File: config.mk
export PLATFORM = sky130hd
export DESIGN_NAME = stopwatch_mmss
export DESIGN_NICKNAME = d
export VERILOG_FILES = /design/src/rtl/stopwatch_mmss.sv
export SDC_FILE = /design/constraint.sdc
export NUM_CORES = 1
export LEC_CHECK = 0
export ABC_AREA = 1
export CORE_MARGIN = 10
export CORE_UTILIZATION = 45
export CTS_BUF_LIST = sky130_fd_sc_hd__clkbuf_2 sky130_fd_sc_hd__clkbuf_4 sky130_fd_sc_hd__clkbuf_8
export DETAILED_ROUTE_END_ITERATION = 16
export PLACE_DENSITY_LB_ADDON = 0.15
export SLEW_MARGIN = 0
export SYNTH_ARGS = -nofsm -noshare
export SYNTH_HDL_FRONTEND = slang
export SYNTH_SLANG_ARGS = --single-unit
File: constraint.sdc
create_clock -name clk -period 1.8 [get_ports clk]
set_input_delay 0.45 -clock clk [delete_from_list [all_inputs] [get_ports clk]]
set_output_delay 0.45 -clock clk [all_outputs]
set_load 0.05 [all_outputs]
File: src/rtl/stopwatch_mmss.sv
// stopwatch_mmss: start/stop + clear stopwatch with a BCD digit chain and per-digit 7-segment output.
// Define STOPWATCH_LAP_EN to add the lap button and the frozen-display snapshot.
module stopwatch_mmss #(
  parameter int                CLK_HZ         = 26_000_000,
  parameter int                TICK_HZ        = 100,
  parameter int                DIGITS         = 6,
  parameter logic [DIGITS-1:0] MOD6_MASK      = 6'b101000,
  parameter bit                SEG_ACTIVE_LOW = 1'b1
) (
  input  logic                clk,
  input  logic                reset,
  input  logic                start_stop,
  input  logic                clear,
`ifdef STOPWATCH_LAP_EN
  input  logic                lap,
`endif
  output logic [7*DIGITS-1:0] hex,
  output logic                running,
  output logic                overflow
);
  localparam int DIV = CLK_HZ / TICK_HZ;
  localparam int PW  = (DIV > 1) ? $clog2(DIV) : 1;
  localparam logic [PW-1:0] PRESC_MAX = PW'(DIV - 1);

  logic [2:0]             ss_sync;
  logic [2:0]             cl_sync;
  logic                   ss_pulse;
  logic                   cl_pulse;
  logic                   clear_ok;
  logic                   tick;
  logic                   wrap;
  logic [PW-1:0]          presc;
  logic [DIGITS-1:0][3:0] digits;
  logic [DIGITS-1:0][3:0] digits_next;
  logic [DIGITS-1:0][3:0] shown;

  // Raw pins: three flops, rising-edge pulse taken between stages 1 and 2.
  always_ff @(posedge clk or negedge reset) begin
    if (!reset) begin
      ss_sync <= '0;
      cl_sync <= '0;
    end else begin
      ss_sync <= {ss_sync[1:0], start_stop};
      cl_sync <= {cl_sync[1:0], clear};
    end
  end

  assign ss_pulse = ss_sync[1] & ~ss_sync[2];
  assign cl_pulse = cl_sync[1] & ~cl_sync[2];
  assign clear_ok = cl_pulse & ~running;
  assign tick     = running & (presc == PRESC_MAX);

  // Ripple enable: a digit moves when the tick reaches it through all-max lower digits.
  always_comb begin
    logic carry;
    logic at_max;
    carry       = tick;
    at_max      = 1'b0;
    digits_next = digits;
    for (int i = 0; i < DIGITS; i++) begin
      at_max = (digits[i] == (MOD6_MASK[i] ? 4'd5 : 4'd9));
      if (carry) digits_next[i] = at_max ? 4'd0 : digits[i] + 4'd1;
      carry = carry & at_max;
    end
    wrap = carry;
  end

  always_ff @(posedge clk or negedge reset) begin
    if (!reset) begin
      running  <= 1'b0;
      presc    <= '0;
      digits   <= '0;
      overflow <= 1'b0;
    end else begin
      running <= running ^ ss_pulse;
      if (clear_ok) begin
        presc    <= '0;
        digits   <= '0;
        overflow <= 1'b0;
      end else if (running) begin
        presc  <= tick ? '0 : presc + 1'b1;
        digits <= digits_next;
        if (wrap) overflow <= 1'b1;
      end
    end
  end

`ifdef STOPWATCH_LAP_EN
  logic [2:0]             lp_sync;
  logic                   lp_pulse;
  logic                   frozen;
  logic [DIGITS-1:0][3:0] snapshot;

  assign lp_pulse = lp_sync[1] & ~lp_sync[2];

  // Stopping keeps the freeze; only a second lap or an accepted clear releases it.
  always_ff @(posedge clk or negedge reset) begin
    if (!reset) begin
      lp_sync  <= '0;
      frozen   <= 1'b0;
      snapshot <= '0;
    end else begin
      lp_sync <= {lp_sync[1:0], lap};
      if (clear_ok) begin
        frozen <= 1'b0;
      end else if (lp_pulse) begin
        if (frozen) begin
          frozen <= 1'b0;
        end else if (running) begin
          snapshot <= digits;
          frozen   <= 1'b1;
        end
      end
    end
  end

  assign shown = frozen ? snapshot : digits;
`else
  assign shown = digits;
`endif

  function automatic logic [6:0] seg7(input logic [3:0] d);
    case (d)
      4'd0:    seg7 = 7'b0000001;
      4'd1:    seg7 = 7'b1001111;
      4'd2:    seg7 = 7'b0010010;
      4'd3:    seg7 = 7'b0000110;
      4'd4:    seg7 = 7'b1001100;
      4'd5:    seg7 = 7'b0100100;
      4'd6:    seg7 = 7'b0100000;
      4'd7:    seg7 = 7'b0001111;
      4'd8:    seg7 = 7'b0000000;
      4'd9:    seg7 = 7'b0000100;
      default: seg7 = 7'b1111111;
    endcase
  endfunction

  for (genvar i = 0; i < DIGITS; i++) begin : g_seg
    assign hex[7*i +: 7] = SEG_ACTIVE_LOW ? seg7(shown[i]) : ~seg7(shown[i]);
  end
endmodule

==> metrics, run 1 <==
clock skew=0.00458 ns; # setup viols final=61; type of destination of the critical path=output port; initial antenna violation count=0; Die Ht=109 µm; boundary pin count=48; post-layout instance area=6420 µm²; ANT cells=0; Fin. Hold Viols=0; Max Transition Viols Final=0; reg-to-reg slack, setup=-0.25 ns; DP Worst Slack=-0.0236 ns; post-route DRC violation count=0; XOR/XNOR share of the synthesized area=1.96%; Synth Area in Compound Gates=16.3%; Die W=109 µm; Crit Path Max Fanout=5; simple-gate share of the synthesized area=27.1%; Buf/Inv on CP=2; fmax=0.480 GHz; global-route wire length before repair=19000 µm; pwr dens=692 nW/µm²; Top Family by Delay on Critical Path=flip-flops; via/cell ratio=5.77; Critical Path AT=1.63 ns; Core ar.=7730 µm²; Synth Cell Area=3580 µm²; Slew @ Worst Pin=0.469 ns; fin crit period=2.08 ns; Slew HR=68.5%; area of the multi-input gates=2960 µm²; FF+latch count, synth=50; Final Total Pwr=4.44 mW; WL final=15100 µm; post-DR wirelength/cell=20.5 µm; Worst-path clk slew=0.09 ns; Util after Layout=83.1%; cell mode on critical path=buf_6; Layout area overhead=79.2%; post-DP HPWL=6720 µm; status=finished with violations; detailed-route via count=4257; failing checks=setup timing; syn_nets=520; crit-path cells=buf_6, ha_4, nand2_4, o21a_1, o21ai_2, buf_6; CP max-delay cell=dfrtp_1; CTS tree=built; worst vdd ir=1550 µV; P_leak=3.00 nW; fin nets=670; full die area=11900 µm²; worst hold path class=in2async; buffers added on ports=47; mux contribution to synthesized area=0%; starting density of the core=46.3%; maxcap violations=0; Placed Area=4600 µm²; FILL cells=393; slowest stage delay, CP=0.43 ns; total congestion overflow=0; Synth Area in Adders=10.8%; CTS root buf=clkbuf_8; share of layout cells above drive strength 1=56.3%; RePlAce Congestion=0.894; Syn Inst Count=485; Yosys warning total=0; # rows=32; Seq/Total Area, Yosys=34.9%; H-Tree Depth=2; Netlist cell types=34; CTS Buf Count=5; register area=1270 µm²; largest family of logic cells by synthesized area=simple AND/OR/NAND/NOR gates; Worst Slack Setup Final=-0.283 ns; largest net degree at the start of global routing=33; worst hold slack=0.105 ns; RSZ-0062 raised after global routing=true; Worst-Skew Late Latency=0.31 ns; crit path kind=reg2out; Worst setup SP type=flip-flop; Crit path required time=1.35 ns; number of global-route vias before repair=3928; Iter 0 DRT Violations=323; drt pass-1 iters=5; Synth Area per Inst=7.38 µm²; Max clock buf depth=2; clock sinks=50; Hold Buf Count CTS=0; Tot GR Track Use=19.3%; Tcrit/Tclk final=116%; Antenna Violating Nets Remaining=0
## worst paths after layout
path / depth (start not counted) / startpoint / endpoint
max: 6 / digits[1] / hex[1]
min: 2 / reset / digits[4]
max reg2reg: 13 / digits[4] / digits[6]
min reg2reg: 0 / ss_sync[0] / ss_sync[1]
max in group asynchronous: 2 / reset / digits[23]
min in group clk: 0 / ss_sync[0] / ss_sync[1]
## layout by cell type, fill, tap and decap left out, types with 6 or more instances in the layout
cell | netlist | layout
nor2_2 | 7 | 14
o21ai_0 | 68 | 24
a21oi_2 | 0 | 12
inv_4 | 0 | 10
buf_4 | 1 | 65
nand3_2 | 2 | 7
clkbuf_8 | 0 | 6
ha_4 | 0 | 28
buf_8 | 0 | 12
dfrtp_1 | 50 | 33
a21oi_1 | 24 | 12
nand2_4 | 4 | 24
inv_1 | 68 | 42
o21ai_1 | 3 | 6
o21ai_2 | 0 | 28
nand2_2 | 2 | 11
buf_12 | 0 | 19
nand3_1 | 43 | 38
inv_2 | 6 | 21
buf_6 | 0 | 51
o21ai_4 | 0 | 13
xor2_1 | 8 | 8
nand2_1 | 95 | 65
nor2_1 | 36 | 26
nor2_4 | 3 | 6
dfrtp_2 | 0 | 17
## routing by layer
layer,up-vias,wire length (µm),track usage (%)
met5,-,0,0
met4,0,754,4.93
met3,64,805,3.48
met2,201,8090,35.9
met1,2095,5480,22.2
li1,1897,-,-
## repair_timing
action | 4_1_cts | 5_1_grt
pin swaps | 53 | 47
gates resized for setup | 215 | 95
buffers inserted | 54 | 22
cloned | 0 | 0
setup endpoints to repair | 42 | 72
## final cells by class
cell class | count | share of cell area (%)
Tap cell | 102 | 1.99
Inverter | 74 | 4.78
Clock buffer | 7 | 1.40
Sequential cell | 50 | 19.8
Timing Repair Buffer | 151 | 25.8
Clock inverter | 1 | 0.0780
Multi-Input combinational cell | 353 | 46.2
## state kept, by name, indices dropped and copies added, names as in the netlist
signal,cells
digits,24
presc,18
cl_sync,3
ss_sync,3
overflow,1
running,1
## cell families after synthesis
| logic type | count (synthesis) |
|---|---|
| buffers and inverters | 82 |
| AO/OA/AOI/OAI | 110 |
| flip-flops | 50 |
| XOR/XNOR | 8 |
| AND/OR/NAND/NOR | 204 |
| adder cells (fa/ha/maj) | 31 |
## stage by stage
step / setup TNS (ns) / cells
CTS: -4.53 / 717
finish: -9.76 / 738
global route: -12.86 / 738
floorplan: -1.56 / 485
detailed placement: -0.0525 / 656
global placement: 0 / 656
## synthesized netlist by cell type
master	number	share of area, %
nand3_2	2	0.56
a22oi_1	2	0.42
buf_2	4	0.56
nor3_4	1	0.45
o21ai_0	68	9.5
inv_2	6	0.63
xor2_1	8	2.0
o211ai_1	2	0.42
ha_1	31	11
o31ai_1	2	0.42
or2_2	1	0.17
o32ai_1	1	0.24
dfrtp_1	50	35
o21ai_1	3	0.42
a31oi_1	1	0.17
o21a_1	1	0.21
nand3b_4	1	0.56
inv_1	68	7.1
nor2_2	7	1.2
nand4_2	2	0.70
nand2_2	2	0.35
nand2_1	95	10
nor2_1	36	3.8
buf_4	1	0.21
nor3_1	2	0.28
clkbuf_1	3	0.31
a22o_1	1	0.24
a211oi_1	1	0.21
a21oi_1	24	3.4
nand4_1	5	0.87
o22ai_1	4	0.70
nand3_1	43	6.0
nand2_4	4	1.3
nor2_4	3	0.94
## worst register-to-register path, stage by stage (launching register included)
cell	delay [ns]
dfrtp_1	0.43
buf_6	0.14
ha_4	0.14
nand2_4	0.06
buf_6	0.12
buf_4	0.11
buf_4	0.12
buf_4	0.12
buf_4	0.13
buf_4	0.12
buf_6	0.10
buf_4	0.12
a21oi_2	0.18
a21oi_2	0.04
## power breakdown
part           switching (mW)  internal [mW]
clock network           0.378          0.326
logic                    1.33           1.02
registers               0.159           1.23
No activity file was read; power rests on OpenSTA's default activity.
==> run 2: changes to the inputs <==
--- a/config.mk
+++ b/config.mk
@@ -7,8 +7,8 @@
 export LEC_CHECK = 0
 export ABC_AREA = 1
 export CORE_MARGIN = 10
-export CORE_UTILIZATION = 45
-export CTS_BUF_LIST = sky130_fd_sc_hd__clkbuf_2 sky130_fd_sc_hd__clkbuf_4 sky130_fd_sc_hd__clkbuf_8
+export CORE_UTILIZATION = 41
+export CTS_BUF_LIST = sky130_fd_sc_hd__clkbuf_4
 export DETAILED_ROUTE_END_ITERATION = 16
 export PLACE_DENSITY_LB_ADDON = 0.15
 export SLEW_MARGIN = 0
==> run 2 against run 1 <==
Compared with the run above: the flow still finishes with violations (setup timing); largest cell class unchanged; fmax fell by 3.7%; power fell by 1.6%; cell count fell by 0.27%; sequential share of layout area fell by 0.14 points; die area rose by 7.9%; critical path depth did not move; hold slack got worse by 0.065 ns; flip-flop and latch count did not move; highest routed layer unchanged; critical endpoint is now hex[38].
==> metrics, run 2 (synthesis results as in run 1) <==
status=finished with violations; failing checks=setup timing; Slew @ Worst Pin=0.341 ns (-0.128 ns); via/cell ratio=5.32 (-7.7%); max reg flops=24 (unchanged); Core ar.=8590 µm² (+11%); Crit path required time=1.35 ns (about the same); ANT cells=0 (unchanged); Top reg by flops=digits; full die area=12900 µm² (+7.9%); Max Transition Viols Final=0 (unchanged); Worst-path clk slew=0.15 ns (+0.06 ns); Fin. Hold Viols=0 (unchanged); post-route DRC violation count=0 (unchanged); FILL cells=559 (+42%); fmax=0.462 GHz (-3.7%); Critical Path AT=1.71 ns (+0.08 ns); post-DP HPWL=6910 µm (+2.8%); worst vdd ir=999 µV (-36%); crit path kind=reg2out; Util after Layout=75.0% (-8.1 points); clock sinks=50 (unchanged); Worst-Skew Late Latency=0.37 ns (+0.06 ns); detailed-route via count=3918 (-8.0%); cell-internal power=2.55 mW (-1.3%); pwr dens=679 nW/µm² (-2.0%); largest net degree at the start of global routing=51 (+55%); fin crit period=2.16 ns (+0.0794 ns); Slew HR=77.2% (+8.7 points); WL final=12100 µm (-20%); maxcap violations=0 (unchanged); slowest stage delay, CP=0.49 ns (+0.06 ns); P_leak=3.00 nW (-0.19%); CTS tree=built; # rows=34 (+6.3%); post-DR wirelength/cell=16.4 µm (-20%); starting density of the core=41.7% (-4.7 points); CP max-delay cell=dfrtp_2; P_sw=1.83 mW (-2.0%); Clock Power Share=15.0% (-0.8 points); Tot GR Track Use=16.1% (-3.2 points); Iter 0 DRT Violations=145 (-55%); fin nets=662 (-1.2%); Die Ht=113 µm (+3.9%); Antenna Violating Nets Remaining=0 (unchanged); # setup viols final=53 (-13%); Placed Area=4650 µm² (+1.2%); most common library cell in the layout ignoring fill and taps=nand2_1; Layout area overhead=80.0%; drt pass-1 iters=4 (-1); crit-path cells=clkinv_4, ha_4, nand2_4, inv_2, o21ai_2, buf_12; Sw Ratio=41.8% (-0.18 points); type of destination of the critical path=output port; boundary pin count=48 (unchanged); largest registers=digits: 24 flops, presc: 18 flops; Worst setup SP type=flip-flop; Tcrit/Tclk final=120% (+4.4 points); Final Total Pwr=4.37 mW (-1.6%); global-route wire length before repair=17800 µm (-6.0%); post-layout instance area=6440 µm² (+0.41%); total congestion overflow=0 (unchanged); sequential share of power=31.7% (+0.5 points); Gate power share=53.2% (+0.3 points); worst hold slack=0.0406 ns (-0.0646 ns); Worst Slack Setup Final=-0.363 ns (-0.0794 ns); RePlAce Congestion=0.879 (-1.7%); clock skew=0.00950 ns (+0.00492 ns); H-Tree Depth=2 (unchanged); RSZ-0062 raised after global routing=true; number of global-route vias before repair=3792 (-3.5%); CTS Buf Count=5 (unchanged); CTS root buf=clkbuf_4; share of layout cells above drive strength 1=58.6% (+2.3 points); Hold Buf Count CTS=0 (unchanged); Sum Neg Setup Slack=-10.56 ns (-0.802 ns); worst hold path class=in2async; Max clock buf depth=2 (unchanged); commonest cells after routing, fill and taps aside=60 x nand2_1, 58 x buf_4, 48 x buf_6, 39 x inv_1, 36 x dfrtp_1; initial antenna violation count=0 (unchanged); Crit Path Max Fanout=4 (-1); Die W=113 µm (+3.9%); buffers added on ports=47 (unchanged)
## run 2: cell types whose count changed in the layout (fill, tap and decap cells not counted), sizes merged
| cell | before | now |
|---|---|---|
| clkinv | 1 | 3 |
| inv | 73 | 72 |
| buf | 149 | 141 |
| clkbuf | 7 | 5 |
| bufinv | 0 | 1 |
## run 2: cell type report
| cell class | count | area [µm²] | share of cell area (%) |
|---|---|---|---|
| multi-input cells | 353 | 3030 | 47.1 |
| repair buffers | 143 | 1610 | 24.9 |
| flip-flops and latches | 50 | 1270 | 19.7 |
| inverters | 74 | 324 | 5.03 |
| well taps | 108 | 135 | 2.10 |
| clock buffers | 5 | 37.5 | 0.582 |
| clock inverters | 3 | 40.0 | 0.621 |
## run 2: stage by stage
stage | worst slack [ns] | cells
after floorplan | -0.222 | 485
after global placement | 0.00893 | 665
after detailed placement | -0.000967 | 665
after CTS | -0.280 | 707
after global routing | -0.407 | 736
final | -0.363 | 736
## run 2: final timing paths
kind | cells after the start | to | slack, ns | start
worst max-delay path | 6 | hex[38] | -0.36 | digits[21]
worst min-delay path | 2 | digits[17] | 0.04 | reset
worst max register to register | 11 | digits[23] | -0.18 | digits[5]
worst min register to register | 0 | ss_sync[1] | 0.37 | ss_sync[0]
max in group asynchronous | 2 | digits[23] | 1.50 | reset
min in group clk | 0 | ss_sync[1] | 0.37 | ss_sync[0]
## run 2: routing by layer
metal,vias up,routed length [µm],track usage [%]
met4,0,228,5.25
met3,22,470,2.89
met1,1924,5080,19.5
met5,-,0,0
li1,1883,-,-
met2,89,6310,28.3
## run 2: power groups by stage
stage,Combinational (mW),Sequential [mW],Clock (mW)
2_1_floorplan,0.951,1.38,0
5_1_grt,2.46,1.40,0.728
4_1_cts,2.05,1.37,0.687
3_3_place_gp,1.75,1.36,0
3_5_place_dp,1.78,1.37,0
6_report,2.33,1.39,0.658
## run 2: critical path: cells and delay by family, from the launching register on
family | cells | cell delay (ns)
AO/OA/AOI/OAI | 1 | 0.19
buffers and inverters | 3 | 0.32
AND/OR/NAND/NOR | 1 | 0.08
flip-flops | 1 | 0.49
adder cells (fa/ha/maj) | 1 | 0.27
## run 2: timing repair
| action | CTS | global route |
|---|---|---|
| endpoints found under the hold margin | 0 | 0 |
| gates resized for setup | 186 | 148 |
| buffers inserted | 34 | 29 |
| setup endpoints to repair | 42 | 69 |
| pin swaps | 51 | 75 |
==> run 3: changes to the inputs <==
==> constraint.sdc (replaced) <==
create_clock -name clk -period 1.95 [get_ports clk]
set_input_delay 0.4875 -clock clk [delete_from_list [all_inputs] [get_ports clk]]
set_output_delay 0.4875 -clock clk [all_outputs]
set_load 0.05 [all_outputs]
==> run 3 against run 2 <==
Compared with the run above: the run still ends with setup timing left; cell count down 1.4%; routed wire length down 5.0%; global-route usage down 0.55 points; hold slack better by 0.038 ns; power down 12%; sequential power down 9%; first-iteration DRC count up 26%; worst setup slack better by 0.14 ns; clock skew up 0.0055 ns; critical path type unchanged; die area unchanged; flip-flop and latch count unchanged.
==> metrics, run 3 (synthesis results as in run 1) <==
drt pass-1 iters=4 (unchanged); worst hold path class=in2async; DP Worst Slack=0.0595 ns (+0.0605 ns); CTS tree=built; ANT cells=0 (unchanged); Worst Slack Setup Final=-0.222 ns (+0.140 ns); post-DR wirelength/cell=15.8 µm (-3.7%); boundary pin count=48 (unchanged); Worst setup SP type=flip-flop; Worst-path clk slew=0.15 ns (about the same); Die Ht=113 µm (unchanged); # setup viols final=38 (-28%); Sum Neg Setup Slack=-4.06 ns (+6.50 ns); share of layout cells above drive strength 1=54.0% (-4.6 points); CTS root buf=clkbuf_4; Tot GR Track Use=15.6% (-0.55 points); starting density of the core=41.7% (unchanged); Top Family by Delay on Critical Path=flip-flops; max reg flops=24 (unchanged); Tcrit/Tclk final=111%; clock sinks=50 (unchanged); crit path kind=reg2out; CTS Buf Count=5 (unchanged); Util after Layout=70.7% (-4.3 points); WL final=11500 µm (-5.0%); Max Transition Viols Final=0 (unchanged); Layout area overhead=69.8%; worst vdd ir=506 µV (-49%); detailed-route via count=3795 (-3.1%); Die W=113 µm (unchanged); fin nets=653 (-1.4%); H-Tree Depth=2 (unchanged); fmax=0.460 GHz; type of destination of the critical path=output port; failing checks=setup timing; P_leak=2.83 nW (-5.4%); via/cell ratio=5.23 (-1.8%); Slew HR=76.6% (-0.58 points); number of global-route vias before repair=3696 (-2.5%); full die area=12900 µm² (unchanged); Fin. Hold Viols=0 (unchanged); post-DP HPWL=6610 µm (-4.5%); slowest stage delay, CP=0.51 ns (+0.02 ns); Iter 0 DRT Violations=183 (+26%); buffers added on ports=47 (unchanged); RePlAce Congestion=0.865 (-1.6%); fin crit period=2.17 ns; most common library cell in the layout ignoring fill and taps=nand2_1; pwr dens=635 nW/µm² (-6.5%); Final Total Pwr=3.86 mW (-12%); largest registers=digits: 24 flops, presc: 18 flops; Antenna Violating Nets Remaining=0 (unchanged); CP max-delay cell=dfrtp_2; total congestion overflow=0 (unchanged); commonest cells after routing, fill and taps aside=68 x nand2_1, 54 x buf_4, 52 x buf_6, 39 x nand3_1, 37 x inv_1; largest net degree at the start of global routing=51 (unchanged); Worst-Skew Late Latency=0.37 ns (about the same); Slew @ Worst Pin=0.351 ns (+0.00962 ns); post-route DRC violation count=0 (unchanged); Crit path required time=1.46 ns (+0.11 ns); clock skew=0.0150 ns (+0.00553 ns); RSZ-0062 raised after global routing=true; Placed Area=4400 µm² (-5.4%); post-layout instance area=6080 µm² (-5.7%); Crit Path Max Fanout=4 (unchanged); # rows=34 (unchanged); status=finished with violations; Buf/Inv on CP=3 (unchanged); maxcap violations=0 (unchanged); initial antenna violation count=0 (unchanged); Max clock buf depth=2 (unchanged); global-route wire length before repair=17300 µm (-2.9%); crit-path cells=inv_4, ha_4, nand2_4, inv_2, o21ai_2, buf_6; Hold Buf Count CTS=0 (unchanged); Core ar.=8590 µm² (unchanged); Top reg by flops=digits; Critical Path AT=1.68 ns (-0.03 ns)
## run 3: cell types whose count changed in the layout (fill, tap and decap cells not counted), sizes merged
cell      before  now
clkinvlp       1    2
buf          141  132
clkinv         3    1
## run 3: repair_timing
| item | in CTS | in global routing |
|---|---|---|
| hold endpoints to repair | 0 | 0 |
| cloned | 1 | 0 |
| setup buffers | 46 | 24 |
| gates resized for setup | 216 | 79 |
| endpoints found under the setup margin | 42 | 48 |
| pin swaps | 43 | 38 |
## run 3: report_power, final
part           total, mW  internal [mW]  switching (mW)
logic               1.99          0.829            1.16
registers           1.27           1.13           0.133
clock network      0.607          0.266           0.342
total               3.86           2.23            1.63
## run 3: cell type report
class	instances	area (µm²)
multi-input cells	353	2850
fillers	611	2510
repair buffers	134	1440
flip-flops and latches	50	1270
inverters	74	310
well taps	108	135
clock inverters	2	38.8
clock buffers	5	37.5
## run 3: through the flow
step / instances / hold WS, ns
CTS: 702 / 0.0756
detailed placement: 648 / 0.347
finish: 726 / 0.0784
global route: 726 / 0.0808
global placement: 648 / 0.333
floorplan: 485 / 0.192
## run 3: final timing paths
| path | end | slack (ns) | cells past startpoint | from |
|---|---|---|---|---|
| min in group clk | cl_sync[1] | 0.37 | 0 | cl_sync[0] |
| hold reg to reg | cl_sync[1] | 0.37 | 0 | cl_sync[0] |
| hold / removal | presc[14] | 0.08 | 2 | reset |
| max in group asynchronous | digits[20] | 1.63 | 2 | reset |
| setup reg to reg | digits[17] | 0.07 | 10 | presc[1] |
| setup / recovery | hex[10] | -0.22 | 6 | digits[5] |
## run 3: metal layers
metal / vias up / global-route usage, % / wire length, µm
met5: - / 0 / 0
met4: 0 / 3.81 / 157
met3: 16 / 3.25 / 491
met2: 87 / 28.5 / 6090
met1: 1833 / 18.1 / 4740
li1: 1859 / - / -
